## src/rtl/qracc_out_requant.sv

```systemverilog
// qracc_out_requant
//   Requantizes accumulator vectors coming out of seq_acc and streams them to
//   the activation writeback path as outLanes-wide beats.
//
//   Each captured vector (numCols signed accumulators) is queued in a small
//   vector FIFO, because seq_acc cannot be stalled. The head vector is then
//   walked beat by beat. Every element is scaled, round-shifted, optionally
//   ReLU-clamped and saturated to outBits. Only outLanes multipliers exist;
//   a column mux feeds them from the beat being prepared.
//
// Ports
//   clk, rst        clock (rising edge), asynchronous active-high reset
//   cfg_scale_i     unsigned scale factor
//   cfg_shift_i     right-shift amount 0..31
//   cfg_relu_i      clamp negative results to zero
//   acc_valid_i     one-cycle pulse qualifying acc_data_i
//   acc_data_i      packed [numCols-1:0][accBits-1:0] signed accumulators
//   full_o          vector FIFO full
//   out_valid_o     beat valid
//   out_ready_i     downstream accepts beat
//   out_data_o      lane j = column beat*outLanes+j
//   out_last_o      final beat of a vector
//   overflow_o      sticky: a vector was dropped because the FIFO was full
module qracc_out_requant #(
  parameter int numCols     = 32,
  parameter int accBits     = 16,
  parameter int outBits     = 8,
  parameter int outLanes    = 4,
  parameter int scaleBits   = 16,
  parameter int vectorDepth = 2
) (
  input  logic                          clk,
  input  logic                          rst,
  input  logic [scaleBits-1:0]          cfg_scale_i,
  input  logic [4:0]                    cfg_shift_i,
  input  logic                          cfg_relu_i,
  input  logic                          acc_valid_i,
  input  logic [numCols*accBits-1:0]    acc_data_i,
  output logic                          full_o,
  output logic                          out_valid_o,
  input  logic                          out_ready_i,
  output logic [outLanes*outBits-1:0]   out_data_o,
  output logic                          out_last_o,
  output logic                          overflow_o
);

  localparam int NBEATS = numCols / outLanes;
  localparam int BEAT_W = (NBEATS > 1) ? $clog2(NBEATS) : 1;
  localparam int PTR_W  = (vectorDepth > 1) ? $clog2(vectorDepth) : 1;
  localparam int CNT_W  = $clog2(vectorDepth + 1);
  localparam int PROD_W = accBits + scaleBits + 1;

  localparam logic signed [PROD_W-1:0] SAT_HI = PROD_W'((2 ** (outBits - 1)) - 1);
  localparam logic signed [PROD_W-1:0] SAT_LO = PROD_W'(-(2 ** (outBits - 1)));

  typedef enum logic [1:0] {IDLE, LOAD, STREAM} state_t;

  // Round half toward +inf, then arithmetic shift. Headroom: |p| < 2^(PROD_W-2),
  // so adding a bias of at most 2^30 cannot wrap for the default widths.
  function automatic logic signed [PROD_W-1:0] round_shift(
    input logic signed [PROD_W-1:0] p,
    input logic [4:0]               sh
  );
    logic signed [PROD_W-1:0] one;
    logic signed [PROD_W-1:0] bias;
    one  = {{(PROD_W-1){1'b0}}, 1'b1};
    bias = (sh == 5'd0) ? '0 : (one <<< (sh - 5'd1));
    return (p + bias) >>> sh;
  endfunction

  function automatic logic signed [outBits-1:0] saturate(
    input logic signed [PROD_W-1:0] r,
    input logic                     relu
  );
    if (relu && (r < 0))  return '0;
    if (r > SAT_HI)       return SAT_HI[outBits-1:0];
    if (r < SAT_LO)       return SAT_LO[outBits-1:0];
    return r[outBits-1:0];
  endfunction

  function automatic logic signed [outBits-1:0] requant(
    input logic signed [accBits-1:0] a,
    input logic [scaleBits-1:0]      s,
    input logic [4:0]                sh,
    input logic                      relu
  );
    logic signed [PROD_W-1:0] a_x;
    logic signed [PROD_W-1:0] s_x;
    logic signed [PROD_W-1:0] p;
    a_x = PROD_W'(a);
    s_x = PROD_W'($signed({1'b0, s}));
    p   = a_x * s_x;
    return saturate(round_shift(p, sh), relu);
  endfunction

  function automatic logic [PTR_W-1:0] ptr_inc(input logic [PTR_W-1:0] p);
    return (p == PTR_W'(vectorDepth - 1)) ? '0 : p + 1'b1;
  endfunction

  // Vector FIFO storage (data only, never reset)
  logic [numCols-1:0][accBits-1:0] mem [vectorDepth];
  logic [PTR_W-1:0]                wr_ptr, rd_ptr;
  logic [CNT_W-1:0]                cnt;

  state_t                          state;
  logic [BEAT_W-1:0]               beat;
  logic [scaleBits-1:0]            scale_r;
  logic [4:0]                      shift_r;
  logic                            relu_r;
  logic                            vld_p1;
  logic [outLanes-1:0][outBits-1:0] data_p1;
  logic                            overflow_r;

  logic                            full, accept, is_last, pop, push, drop;
  logic [BEAT_W-1:0]               sel_beat;
  logic [NBEATS-1:0][outLanes-1:0][accBits-1:0] head_beats;
  logic [outLanes-1:0][outBits-1:0] next_beat;

  assign full    = (cnt == CNT_W'(vectorDepth));
  assign accept  = vld_p1 && out_ready_i;
  assign is_last = (beat == BEAT_W'(NBEATS - 1));
  assign pop     = accept && is_last;
  // A write into a full FIFO is still taken when the head leaves on the same edge.
  assign push    = acc_valid_i && (!full || pop);
  assign drop    = acc_valid_i && full && !pop;

  always_ff @(posedge clk) begin
    if (push) mem[wr_ptr] <= acc_data_i;
  end

  // Stage p0: select the beat being prepared (beat 0 in LOAD, beat+1 while streaming)
  assign head_beats = mem[rd_ptr];
  assign sel_beat   = (state == LOAD) ? '0 : beat + 1'b1;

  for (genvar j = 0; j < outLanes; j++) begin : g_lane
    assign next_beat[j] = requant($signed(head_beats[sel_beat][j]), scale_r, shift_r, relu_r);
  end

  // Stage p1: registered output beat
  always_ff @(posedge clk or posedge rst) begin
    if (rst) begin
      state      <= IDLE;
      beat       <= '0;
      wr_ptr     <= '0;
      rd_ptr     <= '0;
      cnt        <= '0;
      scale_r    <= '0;
      shift_r    <= '0;
      relu_r     <= 1'b0;
      vld_p1     <= 1'b0;
      data_p1    <= '0;
      overflow_r <= 1'b0;
    end else begin
      if (push) wr_ptr <= ptr_inc(wr_ptr);
      if (pop)  rd_ptr <= ptr_inc(rd_ptr);
      if (push && !pop)      cnt <= cnt + 1'b1;
      else if (pop && !push) cnt <= cnt - 1'b1;
      if (drop) overflow_r <= 1'b1;

      case (state)
        IDLE: begin
          if (cnt != '0) begin
            scale_r <= cfg_scale_i;
            shift_r <= cfg_shift_i;
            relu_r  <= cfg_relu_i;
            beat    <= '0;
            state   <= LOAD;
          end
        end
        LOAD: begin
          data_p1 <= next_beat;
          vld_p1  <= 1'b1;
          state   <= STREAM;
        end
        STREAM: begin
          if (accept) begin
            if (!is_last) begin
              beat    <= beat + 1'b1;
              data_p1 <= next_beat;
            end else begin
              beat   <= '0;
              vld_p1 <= 1'b0;
              // cnt still counts the head being popped; a same-edge push keeps it non-empty.
              if ((cnt > CNT_W'(1)) || push) begin
                scale_r <= cfg_scale_i;
                shift_r <= cfg_shift_i;
                relu_r  <= cfg_relu_i;
                state   <= LOAD;
              end else begin
                state   <= IDLE;
              end
            end
          end
        end
        default: state <= IDLE;
      endcase
    end
  end

  assign full_o      = full;
  assign out_valid_o = vld_p1;
  assign out_data_o  = data_p1;
  assign out_last_o  = vld_p1 && is_last;
  assign overflow_o  = overflow_r;

endmodule

```

## config.mk

```make
export PLATFORM = sky130hd
export DESIGN_NAME = qracc_out_requant
export DESIGN_NICKNAME = d
export VERILOG_FILES = /design/src/rtl/qracc_out_requant.sv
export SDC_FILE = /design/constraint.sdc
export NUM_CORES = 2
export LEC_CHECK = 0
export ABC_AREA = 1
export BUFFER_PORTS_ARGS = -buffer_cell sky130_fd_sc_hd__buf_2
export CORE_MARGIN = 8
export CORE_UTILIZATION = 40
export CTS_BUF_LIST = sky130_fd_sc_hd__clkbuf_16
export DETAILED_ROUTE_END_ITERATION = 10
export PLACE_DENSITY = 0.63
export SLEW_MARGIN = 20
export SYNTH_ARGS = -nofsm -noshare
export SYNTH_HDL_FRONTEND = slang
export SYNTH_SLANG_ARGS = --single-unit
```

## constraint.sdc

```tcl
create_clock -name clk -period 60.7 [get_ports clk]
set_clock_uncertainty 0.05 [all_clocks]
set_input_delay 0 -clock clk [delete_from_list [all_inputs] [get_ports clk]]
set_output_delay 0 -clock clk [all_outputs]
set_load 0.02 [all_outputs]
```

After elaboration in Yosys (flattened, before gate mapping)
Memory sizes are Yosys's and may differ from the RTL's.
Index checks and enable logic that the tools add are counted.
{"block": "totals", "register_bits": 65, "ramBits": 1024, "input_bits": 538, "out_inout_bits": 36, "wordCells": 173, "memories": 1}
{"block": "op_classes", "n_addsub": 10, "multipliers": 4, "magnitude_cmp": 14, "n_eq_ne": 9, "shift": 5, "mux": 88, "reduce_logical": 28}
{"memory": "mem", "words": 2, "width": 512, "rd": 1, "rd_clocked_by_memory_dff": 0, "wr": 1, "line_no": "101", "source": "logic [numCols-1:0][accBits-1:0] mem [vectorDepth];"}
{"operator": "64-bit binary-select mux with 3-bit select", "n": 1}
{"operator": "8-bit two-way mux", "n": 24}
{"operator": "33-bit adder", "n": 4}
{"operator": "33-bit by 8-bit > comparator with 1-bit output, second input constant", "n": 4}
{"operator": "33-bit by 1-bit < comparator with 1-bit output, second input constant", "n": 4}
{"operator": "33-bit by 8-bit < comparator with 1-bit output, second input constant", "n": 4}
{"operator": "16-bit by 17-bit multiplier with 33-bit output", "n": 4}
{"operator": "33-bit by 5-bit >>> shifter with 33-bit output", "n": 4}
{"operator": "16-bit two-way mux", "n": 4}
{"operator": "32-bit two-way mux", "n": 2}
{"operator": "64-bit two-way mux", "n": 1}
{"operator": "32-bit one-hot mux with 2 select lines", "n": 1}
{"operator": "1-bit two-way mux", "n": 35}
{"operator": "33-bit two-way mux", "n": 1}
{"operator": "1-bit by 5-bit <<< shifter with 33-bit output, first input constant", "n": 1}
{"operator": "16-bit one-hot mux with 2 select lines", "n": 1}
{"operator": "5-bit two-way mux", "n": 4}
{"operator": "1-bit logical AND", "n": 12}
{"operator": "3-bit two-way mux", "n": 4}
{"operator": "3-bit AND reduction", "n": 4}
{"operator": "2-bit two-way mux", "n": 5}
{"operator": "2-bit inequality test, second input constant", "n": 5}
{"operator": "5-bit one-hot mux with 2 select lines", "n": 1}
{"operator": "2-bit nonzero test", "n": 4}
{"operator": "18 further kinds", "n": 24}

Longest topological paths before layout
{"block": "logic_depth", "ltp_word": 19, "depth_mapped": 56, "mapped_depth_nobuf": 53}

Worst setup path after synthesis
OpenSTA, ideal clock, no wires.
{"block": "synth_timing", "path_kind": "register to register", "startpoint": "register beat[0]", "endpoint": "memory mem[1][0] (netlist name) (enable)", "setup_ps": 1399, "t_arrival_ps": 22412, "required_time_ps": 59251, "path_slack_ps": 36839, "path_stages_with_launch": 9, "n_path_buf": 0, "period_less_slack_ps": 23861, "path_cell_list": "dfrtp_1 -> ha_1 -> ha_1 -> inv_1 -> nor2_1 -> inv_1 -> nand2_1 -> nand2_1 -> nor2_1"}
{"block": "synth_between", "elab_chain_cells": 6}
{"item": "start: declaration", "line_no": "106", "source": "logic [BEAT_W-1:0] beat;"}
{"item": "start signal: assignment", "line_no": "178", "source": "beat <= beat + 1'b1;"}
{"item": "3-bit equality test", "line_no": "121", "source": "assign is_last = (beat == BEAT_W'(NBEATS - 1));"}
{"item": "1-bit logical AND", "line_no": "122", "source": "assign pop = accept && is_last;"}
{"item": "1-bit logical OR", "line_no": "124", "source": "assign push = acc_valid_i && (!full || pop);"}
{"item": "1-bit logical AND", "line_no": "124"}
{"item": "1-bit two-way mux", "line_no": "128", "source": "if (push) mem[wr_ptr] <= acc_data_i;"}
{"item": "1-bit two-way mux (implied by the code)", "line_no": "128"}
{"item": "end: declaration", "line_no": "101"}
Every way passes these cells.

Final worst setup path
{"block": "layout_timing", "startpoint": "register state[0]", "endpoint": "register data_p1 (netlist bit out_data_o[5])"}
{"block": "layout_between", "elab_chain_cells": 17, "elab_cells_between_ends": 30, "classes_between": "add/sub (1); mul (1); order compare (3); eq/ne (4); shift (1); mux (17); reduce/logical (3)"}
{"item": "start: declaration", "line_no": "105", "source": "state_t state;"}
{"item": "start signal: assignment", "line_no": "142", "source": "state <= IDLE;"}
{"item": "start signal: assignment", "line_no": "167", "source": "state <= LOAD;"}
{"item": "start signal: assignment", "line_no": "173", "source": "state <= STREAM;"}
{"item": "2-bit by 1-bit equality test with 1-bit output", "line_no": "133, 160"}
{"item": "3-bit two-way mux", "line_no": "133", "source": "assign sel_beat = (state == LOAD) ? '0 : beat + 1'b1;"}
{"item": "64-bit binary-select mux with 3-bit select", "line_no": "136", "source": "assign next_beat[j] = requant($signed(head_beats[sel_beat][j]), scale_r, shift_r, relu_r);"}
{"item": "64-bit two-way mux"}
{"item": "16-bit by 17-bit multiplier with 33-bit output", "line_no": "92", "source": "p = a_x * s_x;"}
{"item": "33-bit adder", "line_no": "68", "source": "return (p + bias) >>> sh;"}
{"item": "33-bit by 5-bit >>> shifter with 33-bit output", "line_no": "68"}
{"item": "33-bit by 8-bit < comparator with 1-bit output", "line_no": "77", "source": "if (r < SAT_LO) return SAT_LO[outBits-1:0];"}
{"item": "1-bit two-way mux (2 in series)", "line_no": "77"}
{"item": "1-bit two-way mux", "line_no": "76", "source": "if (r > SAT_HI) return SAT_HI[outBits-1:0];"}
{"item": "8-bit two-way mux", "line_no": "78", "source": "return r[outBits-1:0];"}
{"item": "8-bit two-way mux", "line_no": "77"}
{"item": "8-bit two-way mux", "line_no": "76"}
{"item": "32-bit two-way mux", "line_no": "177", "source": "if (!is_last) begin"}
{"item": "32-bit two-way mux", "line_no": "176", "source": "if (accept) begin"}
{"item": "32-bit one-hot mux with 2 select lines", "line_no": "160", "source": "case (state)"}
{"item": "end signal: assignment", "line_no": "171", "source": "data_p1 <= next_beat;"}
{"item": "end signal: assignment", "line_no": "179", "source": "data_p1 <= next_beat;"}
{"item": "end: declaration", "line_no": "111", "source": "logic [outLanes-1:0][outBits-1:0] data_p1;"}
Several ways; a longest one is shown, not always the timed one. The select of a mux whose other input is x is not followed.
A chain may end at the register's enable or synchronous reset.

==> impl_metrics.json <==
{
  "root_buffer": "clkbuf_16",
  "tritoncts": "built",
  "rsz0062_at_grt": "no",
  "syn_inst": 10510,
  "drcViolationCount": 0,
  "grt_max_degree": 143,
  "cp_slowest_stage_delay_ns": 0.73,
  "max_freq_mhz": 81.81,
  "slowest_stage": "inv_1",
  "final_common_cell": "nand2_1",
  "critPathLaunchType": "flop",
  "synth_edf_count": 1024,
  "start_util": 0.4022,
  "crit_fanout": 128,
  "finalCriticalPeriod_ns": 12.22,
  "cts-buffers-inserted": 108,
  "dpl.hpwl_um": 257600,
  "die_h_um": 499.8,
  "vias": 81330,
  "area_delta_synth_final_pct": 21.64,
  "ys_seq_area_frac": 0.3459,
  "dpl_cell_area_um2": 99480,
  "ios": 574,
  "clkTransAtPathRegs_ns": 0.07,
  "crit_top_cell": "nand2_1",
  "grt_overflow_total": 0,
  "synthFlopType": "edfxtp_1",
  "drtIter0Drc": 8572,
  "finalInstanceArea_um2": 113900,
  "finalHoldViolCount": 0,
  "finalSetupViolCount": 0,
  "fin_util": 0.4892,
  "end_kind": "flop",
  "die_area_um2": 249800,
  "hp-class": "in -> reg",
  "wire_per_inst_um": 23.42,
  "tns_ns": 0,
  "rows": 177,
  "outcome": "completed",
  "crit_arrival_ns": 12.76,
  "chipWidth_um": 499.8,
  "io_buffers": 573,
  "via_per_inst": 5.352,
  "cts.sinks": 1089,
  "drt_pass1_iterations": 9,
  "yosys_warnings": 0,
  "crit_required_ns": 61.24,
  "postSynthAreaPerCell_um2": 8.904,
  "place.gp.congestion": 0.9706,
  "antenna_found_initial": 115,
  "max_cap_violations": 0,
  "syn_area_um2": 93610,
  "mostFrequentLayoutCells": "nand2_1, inv_1, dlygate4sd3_1",
  "drt-total-wl_um": 355900,
  "fin_crit_sh": 0.2014,
  "worstMarginPinSlew_ns": 1.221,
  "grt_pass1_wl_um": 525800,
  "coreArea_um2": 232800,
  "htree_levels": 3,
  "grt_util_all_layers": 0.2761,
  "clock_latency_ns": 0.85,
  "grt_pass1_vias": 84210,
  "ys_seq_elements": 1089,
  "postSynth.asyncResetShare": 0.05969,
  "synth_cell_types": 61,
  "relSlewSlack": 0.1829,
  "drive_above_1_share": 0.1033,
  "drv_slew": 0,
  "antenna_left": 0,
  "worst-setup-path-type": "reg -> reg",
  "cts.path.max_buffers": 3,
  "nets": 13800,
  "hold_slack_ns": 0.006761
}
critical path: cells and delay by family (launching register included):
family	cells	cell delay, ns
compound gates	5	1.82
fa+ha+maj	7	3.49
simple gates	22	3.05
flops	1	0.38
buf+inv	8	3.16
Yosys cell counts (11+ instances only):
cell type     n  area (um2)
ha_1        478        5981
buf_1        60       225.2
o22ai_1      30       187.7
nand2_2      37       231.5
inv_1      1639        6152
nor3_1       32       160.2
nor2_2       14       87.58
mux2_2      211        2376
inv_2        22       82.58
nand3_2      27       270.3
o21ai_0     364        1822
clkbuf_1    276        1036
dfrtp_1      65        1627
o31ai_1      46       345.3
xnor2_1      24       210.2
nand3_1     905        4529
buf_2       141       705.7
nand2_1    2689       10090
nor2_1      841        3157
nand3b_1     14       105.1
a21oi_1     134       670.6
mux2i_1     275        2753
edfxtp_1   1024       30750
a21boi_0     41       307.8
fa_1        904       18100
o21ai_1      14       70.07
nand4_1      31       193.9
o211ai_1     35       262.8
or2_2        11       68.82
xor2_1       32       280.3
repair_timing:
| action | in CTS | in global routing |
|---|---|---|
| hold endpoints to repair | 1147 | 0 |
| gates resized for setup | 0 | 0 |
| hold buffers | 1049 | 0 |
| setup buffers | 0 | 0 |
kinds of logic (layout without fill, tap and decap cells):
logic type	after synthesis	in the layout	synth area share
multiplexers	486	486	0.05479
AND/OR/NAND/NOR	4627	4627	0.2045
flip-flops	1089	1089	0.3459
adder cells (fa/ha/maj)	1382	1382	0.2572
other	1	96	0.00004006
XOR/XNOR	56	56	0.005240
buffers and inverters	2156	3613	0.08871
AO/OA/AOI/OAI	716	716	0.04366
registers in the layout (all words and copies together) (netlist names), 2 cells and up:
register,cells
mem,1024
out_data_o,32
scale_r,16
shift_r,5
beat,3
cnt,2
state,2
per-layer routing:
layer	global-route usage	part of all wire
met1	0.3363	0.38
met2	0.4638	0.47
met3	0.05801	0.090
met4	0.1413	0.059
met5	0	0.00097
area by class of cell:
type,instances,area [um2]
Antenna cell,92,230.2
Clock buffer,108,2703
Clock inverter,91,928.4
Fill cell,21130,118900
Inverter,1673,6306
Multi-Input combinational cell,7271,53060
Sequential cell,1089,32410
Tap cell,3132,3919
Timing Repair Buffer,1741,14300
stage by stage:
step | cells | worst slack [ns]
3_3_place_gp | 13860 | 47.47
2_1_floorplan | 10520 | 36.84
3_5_place_dp | 13860 | 48.71
5_1_grt | 15170 | 47.75
4_1_cts | 15110 | 48.66
6_report | 15200 | 48.48
path summary, 6_finish.rpt:
path                                start              to  slack, ns  cells after the start
setup / recovery                 state[0]   out_data_o[5]      48.48                     42
hold / removal             cfg_scale_i[9]      scale_r[9]      0.007                      4
setup reg to reg                 state[0]   out_data_o[5]      48.48                     42
hold reg to reg            out_data_o[23]  out_data_o[23]       0.43                      2
max in group asynchronous             rst      shift_r[3]      58.99                      5
min in group asynchronous             rst     scale_r[11]       0.39                      4
Power is not shown: default switching activity piles up to over one toggle a cycle in this logic, so the estimate is an artifact.
